[src/rtl/util_cpack2_timestamp_ctrl_if.sv]
// Packed-block write stream between the channel packer, the capture
// scheduler and the timestamper. The master drives the block, the slave
// returns the overflow indication.
interface util_cpack2_timestamp_ctrl_if #(
   parameter int DW = 64
);
   logic          wr_en;
   logic          wr_sync;
   logic [DW-1:0] wr_data;
   logic          wr_overflow;

   modport master (
      output wr_en,
      output wr_sync,
      output wr_data,
      input  wr_overflow
   );

   modport slave (
      input  wr_en,
      input  wr_sync,
      input  wr_data,
      output wr_overflow
   );
endinterface

[src/rtl/util_cpack2_timestamp_ctrl.sv]
// ADC-domain capture scheduler: keeps the 64-bit block timestamp, gates the
// packed stream into the timestamper for armed captures (immediate or timed,
// fixed length or continuous) and reports capture status and overflow.
module util_cpack2_timestamp_ctrl #(
   parameter  int NUM_OF_CHANNELS     = 4,
   parameter  int SAMPLES_PER_CHANNEL = 1,
   parameter  int SAMPLE_DATA_WIDTH   = 16,
   localparam int DW = NUM_OF_CHANNELS * SAMPLES_PER_CHANNEL * SAMPLE_DATA_WIDTH
) (
   input  logic                         adc_clk,
   input  logic                         adc_rst,
   input  logic                         cfg_arm,
   input  logic                         cfg_abort,
   input  logic                         cfg_timed,
   input  logic [63:0]                  cfg_start_time,
   input  logic [31:0]                  cfg_length,
   input  logic                         ts_load,
   input  logic [63:0]                  ts_load_value,
   util_cpack2_timestamp_ctrl_if.slave  packed_fifo,
   util_cpack2_timestamp_ctrl_if.master gated_fifo,
   output logic [63:0]                  timestamp,
   output logic [1:0]                   status_state,
   output logic                         status_overflow,
   output logic [31:0]                  status_count
);

   typedef enum logic [1:0] {
      ST_IDLE    = 2'd0,
      ST_ARMED   = 2'd1,
      ST_CAPTURE = 2'd2,
      ST_DONE    = 2'd3
   } state_t;

   state_t      state;
   state_t      state_next;
   logic [63:0] ts_cnt;
   logic        timed_q;
   logic [63:0] start_time_q;
   logic [31:0] length_q;
   logic [63:0] ts_delta;
   logic        start_ok;
   logic        last_blk;
   logic        fwd;
   logic        first_blk;
   logic        arm_take;

   // Overflow is reported straight back to the packer.
   assign packed_fifo.wr_overflow = gated_fifo.wr_overflow;
   assign status_state            = state;

   // Next-state and forwarding decision for the current cycle.
   always_comb begin
      // NOTE: every signal gets a default first so no path leaves it unassigned (no latch).
      state_next = state;
      fwd        = 1'b0;
      first_blk  = 1'b0;
      arm_take   = 1'b0;
      // Wrap-safe "ts_cnt has reached start_time": sign of the modular difference.
      ts_delta   = ts_cnt - start_time_q;
      start_ok   = !timed_q || !ts_delta[63];
      // In ARMED the count is 0, so this also covers a one-block capture.
      last_blk   = (length_q != 32'd0) && (status_count + 32'd1 == length_q);

      if (cfg_abort) begin
         state_next = ST_IDLE;
      end else begin
         case (state)
            ST_IDLE, ST_DONE: begin
               if (cfg_arm) begin
                  arm_take   = 1'b1;
                  state_next = ST_ARMED;
               end
            end
            ST_ARMED: begin
               if (start_ok && packed_fifo.wr_en) begin
                  fwd        = 1'b1;
                  first_blk  = 1'b1;
                  state_next = last_blk ? ST_DONE : ST_CAPTURE;
               end
            end
            ST_CAPTURE: begin
               if (packed_fifo.wr_en) begin
                  fwd = 1'b1;
                  if (last_blk) state_next = ST_DONE;
               end
            end
            default: state_next = ST_IDLE;
         endcase
      end
   end

   // Capture state register.
   always_ff @(posedge adc_clk) begin
      // NOTE: sequential state uses non-blocking assignments so all registers update together.
      if (adc_rst) state <= ST_IDLE;
      else         state <= state_next;
   end

   // Free-running block timestamp; a load wins over the increment.
   always_ff @(posedge adc_clk) begin
      if (adc_rst)                ts_cnt <= 64'd0;
      else if (ts_load)           ts_cnt <= ts_load_value;
      else if (packed_fifo.wr_en) ts_cnt <= ts_cnt + 64'd1;
   end

   // Capture configuration, latched when a capture is armed.
   always_ff @(posedge adc_clk) begin
      if (adc_rst) begin
         timed_q      <= 1'b0;
         start_time_q <= 64'd0;
         length_q     <= 32'd0;
      end else if (arm_take) begin
         timed_q      <= cfg_timed;
         start_time_q <= cfg_start_time;
         length_q     <= cfg_length;
      end
   end

   // Block count (saturating) and sticky overflow, both cleared on arm.
   always_ff @(posedge adc_clk) begin
      if (adc_rst) begin
         status_count    <= 32'd0;
         status_overflow <= 1'b0;
      end else if (arm_take) begin
         status_count    <= 32'd0;
         status_overflow <= 1'b0;
      end else begin
         if (fwd && status_count != 32'hFFFF_FFFF) status_count <= status_count + 32'd1;
         if (gated_fifo.wr_overflow && (state == ST_ARMED || state == ST_CAPTURE))
            status_overflow <= 1'b1;
      end
   end

   // One-cycle forwarding stage; data and timestamp hold between blocks.
   always_ff @(posedge adc_clk) begin
      if (adc_rst) begin
         gated_fifo.wr_en   <= 1'b0;
         gated_fifo.wr_sync <= 1'b0;
         gated_fifo.wr_data <= '0;
         timestamp          <= 64'd0;
      end else begin
         gated_fifo.wr_en   <= fwd;
         gated_fifo.wr_sync <= fwd && (first_blk || packed_fifo.wr_sync);
         if (fwd) begin
            gated_fifo.wr_data <= packed_fifo.wr_data;
            timestamp          <= ts_cnt;
         end
      end
   end

endmodule
[src/flat_wrapper.sv]
// flat-port wrapper written by rule: the top's interface ports become plain ports
module util_cpack2_timestamp_ctrl_flat 
#(
   parameter  int NUM_OF_CHANNELS     = 4,
   parameter  int SAMPLES_PER_CHANNEL = 1,
   parameter  int SAMPLE_DATA_WIDTH   = 16,
   localparam int DW = NUM_OF_CHANNELS * SAMPLES_PER_CHANNEL * SAMPLE_DATA_WIDTH
)
  (adc_clk, adc_rst, cfg_arm, cfg_abort, cfg_timed, cfg_start_time, cfg_length, ts_load, ts_load_value, timestamp, status_state, status_overflow, status_count, packed_fifo_wr_en, packed_fifo_wr_sync, packed_fifo_wr_data, packed_fifo_wr_overflow, gated_fifo_wr_en, gated_fifo_wr_sync, gated_fifo_wr_data, gated_fifo_wr_overflow);
  util_cpack2_timestamp_ctrl_if packed_fifo_i ();
  util_cpack2_timestamp_ctrl_if gated_fifo_i ();
  input  logic adc_clk;
  input  logic adc_rst;
  input  logic cfg_arm;
  input  logic cfg_abort;
  input  logic cfg_timed;
  input  logic [63:0] cfg_start_time;
  input  logic [31:0] cfg_length;
  input  logic ts_load;
  input  logic [63:0] ts_load_value;
  output logic [63:0] timestamp;
  output logic [1:0] status_state;
  output logic status_overflow;
  output logic [31:0] status_count;
  input wire logic [$bits(packed_fifo_i.wr_en)-1:0] packed_fifo_wr_en;
  input wire logic [$bits(packed_fifo_i.wr_sync)-1:0] packed_fifo_wr_sync;
  input wire logic [$bits(packed_fifo_i.wr_data)-1:0] packed_fifo_wr_data;
  output wire logic [$bits(packed_fifo_i.wr_overflow)-1:0] packed_fifo_wr_overflow;
  output wire logic [$bits(gated_fifo_i.wr_en)-1:0] gated_fifo_wr_en;
  output wire logic [$bits(gated_fifo_i.wr_sync)-1:0] gated_fifo_wr_sync;
  output wire logic [$bits(gated_fifo_i.wr_data)-1:0] gated_fifo_wr_data;
  input wire logic [$bits(gated_fifo_i.wr_overflow)-1:0] gated_fifo_wr_overflow;
  assign packed_fifo_i.wr_en = packed_fifo_wr_en;
  assign packed_fifo_i.wr_sync = packed_fifo_wr_sync;
  assign packed_fifo_i.wr_data = packed_fifo_wr_data;
  assign packed_fifo_wr_overflow = packed_fifo_i.wr_overflow;
  assign gated_fifo_wr_en = gated_fifo_i.wr_en;
  assign gated_fifo_wr_sync = gated_fifo_i.wr_sync;
  assign gated_fifo_wr_data = gated_fifo_i.wr_data;
  assign gated_fifo_i.wr_overflow = gated_fifo_wr_overflow;
  util_cpack2_timestamp_ctrl #(.NUM_OF_CHANNELS(NUM_OF_CHANNELS), .SAMPLES_PER_CHANNEL(SAMPLES_PER_CHANNEL), .SAMPLE_DATA_WIDTH(SAMPLE_DATA_WIDTH)) u_core (.adc_clk(adc_clk), .adc_rst(adc_rst), .cfg_arm(cfg_arm), .cfg_abort(cfg_abort), .cfg_timed(cfg_timed), .cfg_start_time(cfg_start_time), .cfg_length(cfg_length), .ts_load(ts_load), .ts_load_value(ts_load_value), .packed_fifo(packed_fifo_i), .gated_fifo(gated_fifo_i), .timestamp(timestamp), .status_state(status_state), .status_overflow(status_overflow), .status_count(status_count));
endmodule
[config.mk]
export PLATFORM = sky130hd
export DESIGN_NAME = util_cpack2_timestamp_ctrl_flat
export DESIGN_NICKNAME = d
export VERILOG_FILES = /design/src/rtl/util_cpack2_timestamp_ctrl_if.sv /design/src/rtl/util_cpack2_timestamp_ctrl.sv /design/src/flat_wrapper.sv
export SDC_FILE = /design/constraint.sdc
export NUM_CORES = 1
export LEC_CHECK = 0
export ABC_CLOCK_PERIOD_IN_PS = 5600
export CAP_MARGIN = 5
export CORE_UTILIZATION = 45
export CTS_CLUSTER_DIAMETER = 80
export CTS_CLUSTER_SIZE = 12
export DETAILED_ROUTE_END_ITERATION = 8
export PLACE_DENSITY = 0.76
export SYNTH_ARGS = -nofsm -noshare
export SYNTH_HDL_FRONTEND = slang
export SYNTH_SLANG_ARGS = --single-unit
[constraint.sdc]
create_clock -name adc_clk -period 5.6 [get_ports adc_clk]
set_input_delay 1.12 -clock adc_clk [delete_from_list [all_inputs] [get_ports adc_clk]]
set_output_delay 1.12 -clock adc_clk [all_outputs]
set_load 0.02 [all_outputs]
==> results.json <==
{
  "num-fill-cells": 2964,
  "initial_core_util_pct": 45.9,
  "io_pins": 399,
  "clock_latency_ns": 0.56,
  "switching_share_pct": 25.0,
  "fmax_ghz": 0.229,
  "avgViaCountPerCell": 5.38,
  "multi_input_area_sq_um": 8100,
  "critPathRequiredTime_ns": 6.07,
  "leakage_nw": 7.29,
  "synthSimpleGateAreaFrac_pct": 25.2,
  "grt_pass1_vias": 14400,
  "synthAdderAreaFrac_pct": 5.36,
  "hpwl_mm": 34.0,
  "rsz0062_at_grt": "no",
  "die_x_microns": 187,
  "synth_top_family_by_area": "simple AND/OR/NAND/NOR gates",
  "finalCritPeriodShare_pct": 78.0,
  "hold_ws_ns": 0.452,
  "antenna_found_initial": 9,
  "clockBufferDepth": 3,
  "cp-end-kind": "flip-flop",
  "status": "finished, final reports clean",
  "dr_total_vias": 15000,
  "num_rows": 67,
  "overflow": 0,
  "area_growth_pct": 32.2,
  "slew_headroom_pct": 26.0,
  "nNetsFinal": 2640,
  "drv_slew": 0,
  "seq_area_sq_um": 6530,
  "pwr-share-clk_pct": 37.3,
  "cts_tree": "done",
  "synth-xor-area-share_pct": 6.25,
  "finalSetupViolations": 0,
  "cts_resized": 0,
  "fin_setup_tns_ns": 0,
  "gp_routability_congestion": 0.929,
  "portBuffers": 398,
  "clock-sinks": 326,
  "drive_above_1_share_pct": 3.25,
  "htreeDepth": 1,
  "grt_max_degree": 117,
  "syn-cell-area_sq_um": 15400,
  "fp.dieH_microns": 187,
  "worst-endpoint-arrival_ns": 4.84,
  "powerDensity_nw_per_um2": 239,
  "drtPass1Iterations": 5,
  "ys_ff_latch": 326,
  "hold_class": "flip-flop to flip-flop",
  "root_buffer": "clkbuf_16",
  "worstMarginPinSlew_ns": 1.11,
  "yosysUniqueCellTypes": 70,
  "ys_seq_area_share_pct": 42.3,
  "holdBufCountCts": 0,
  "seqPwrFrac_pct": 50.4,
  "dieArea_sq_um": 35000,
  "instances_no_fill": 2796,
  "wirelength_mm": 46.9,
  "grt_usage_pct": 25.9,
  "syn_avg_cell_area_sq_um": 7.66,
  "core_sq_um": 33600,
  "post_cts_buffers": 0,
  "synth_compound_area_share_pct": 14.9,
  "peakVddDrop_v": 0.000224,
  "syn_inst": 2013,
  "wl_per_cell_microns": 16.8,
  "whs_path_depth": 2,
  "synth_edf_count": 0,
  "async_flop_share_pct": 0,
  "cts-buffers-inserted": 31,
  "start_kind": "flip-flop",
  "grt_pass1_wl_mm": 74.2,
  "drt_iter0_drc": 1025,
  "p_switching_mw": 1.22,
  "ant_nets": 0,
  "synthMuxAreaShare_pct": 0.730,
  "p_comb_share_pct": 12.3,
  "hold_violations": 0,
  "cp_max_fo": 68,
  "fin_crit_ns": 4.37,
  "clk_pin_slew_ns": 0.06,
  "skew_ns": 0.0144,
  "maxCapViolCount": 0,
  "syn-num-nets": 2312,
  "p_int_mw": 3.66,
  "synth_top_flop_cell": "dfxtp_1",
  "fin_util_pct": 60.7,
  "drc_errors": 0,
  "criticalPathCategory": "flip-flop to flip-flop",
  "ff2ff_path_depth": 13,
  "dp.cells": 2756,
  "yosys_warnings": 0
}
[synth_stat cells (all sizes together) (2+ instances only)]
cell	count	share of area [%]
o22ai	2	0.081
and3	19	0.77
nor3	13	0.53
nand2	529	13
a31oi	2	0.081
mux2i	9	0.58
or3	21	0.85
nor2	153	3.8
nand3	53	1.8
nor2b	5	0.20
ha	66	5.4
xor2	68	3.9
or4	6	0.29
a211o	2	0.11
and2	5	0.20
o2111ai	2	0.11
o31ai	3	0.15
a211oi	18	0.91
and4	6	0.35
nand2b	7	0.28
a221o	2	0.13
buf	24	0.94
or2	3	0.12
nand4	33	1.6
clkbuf	92	2.3
mux2	2	0.15
a21o	15	0.73
o211ai	5	0.24
inv	83	2.0
xnor2	42	2.4
dfxtp	326	42
nor3b	2	0.097
nor4	21	1.1
a21oi	324	11
o21ai	35	1.1
o31a	2	0.11
[placed cells by master, fill, tap and decap left out, types with 3 or more instances in the layout]
master             n
a211oi_1          17
a21o_1            15
a21oi_1          324
and2_1             3
and3_1            19
and4_1             5
buf_4             14
clkbuf_16         31
clkdlybuf4s50_1  396
dfxtp_1          326
diode_2            8
ha_1              66
inv_1             83
mux2i_1            9
nand2_1          526
nand2b_1           7
nand3_1           50
nand3_2            3
nand4_1           29
nor2_1           148
nor2_2             3
nor2b_1            5
nor3_1            11
nor4_1            17
o211ai_1           5
o21ai_0           25
o21ai_1           10
o31ai_1            3
or3_1             21
or4_1              6
xnor2_1           42
xor2_1            68
[power groups by stage]
| stage | Clock, mW | Combinational (mW) | Sequential [mW] |
|---|---|---|---|
| final | 1.82 | 0.600 | 2.46 |
| after floorplan | 0 | 0.323 | 2.49 |
| after global placement | 0 | 0.581 | 2.51 |
| after CTS | 1.86 | 0.603 | 2.46 |
| after global routing | 1.95 | 0.664 | 2.47 |
| after detailed placement | 0 | 0.598 | 2.51 |
[through the flow]
stage                     power (mW)  instance area, sq um  setup slack, ns
after floorplan                 2.81                 15400             2.38
after global placement          3.09                 19600             1.28
after detailed placement        3.11                 19600             1.19
after CTS                       4.92                 20400             1.23
after global routing            5.08                 20400            0.966
final                           4.88                 20400             1.23
[kinds of logic after synthesis]
family,count (synthesis)
compound gates,422
flops,326
mux,11
simple gates,879
buf+inv,199
xor+xnor,110
fa+ha+maj,66
[flip-flops by register name, indices dropped and copies added (netlist names), 2 cells and up]
signal / count
u_core.status_count: 32
u_core.gated_fifo.wr_data: 64
u_core.timestamp: 64
u_core.ts_cnt: 64
u_core.length_q: 32
u_core.start_time_q: 64
u_core.status_state: 2
[routing by layer]
metal	track usage (%)	vias up	share of wire, %
met3	5.67	131	7.5
li1	-	7382	-
met1	31.6	6977	41
met4	12.8	4	4.9
met2	43.2	551	46
met5	0	-	0.053
[worst paths after layout]
| path | from | end | slack (ns) |
|---|---|---|---|
| setup / recovery | u_core.ts_cnt[4] | u_core.gated_fifo.wr_data[6] | 1.23 |
| hold / removal | u_core.gated_fifo.wr_data[54] | u_core.gated_fifo.wr_data[54] | 0.45 |
| setup reg to reg | u_core.ts_cnt[4] | u_core.gated_fifo.wr_data[6] | 1.23 |
| hold reg to reg | u_core.gated_fifo.wr_data[54] | u_core.gated_fifo.wr_data[54] | 0.45 |
[area by class of cell]
type,count,share of cell area (%)
diodes,8,0.0982
multi-input cells,1488,39.7
inverters,83,1.53
well taps,448,2.75
repair buffers,411,20.0
clock buffers,31,3.80
clock inverters,1,0.0552
flip-flops and latches,326,32.0
[critical path: stages (launching register included)]
cell	delay (ns)
dfxtp_1	0.44
ha_1	0.29
a211o_1	0.26
a21oi_1	0.15
o31ai_1	0.14
a211oi_1	0.47
o211ai_1	0.13
a21oi_1	0.34
mux2i_1	0.24
buf_4	0.26
and2_4	0.68
buf_4	0.52
nand2_1	0.10
a21oi_1	0.20
Power figures use the tool's default switching activity.
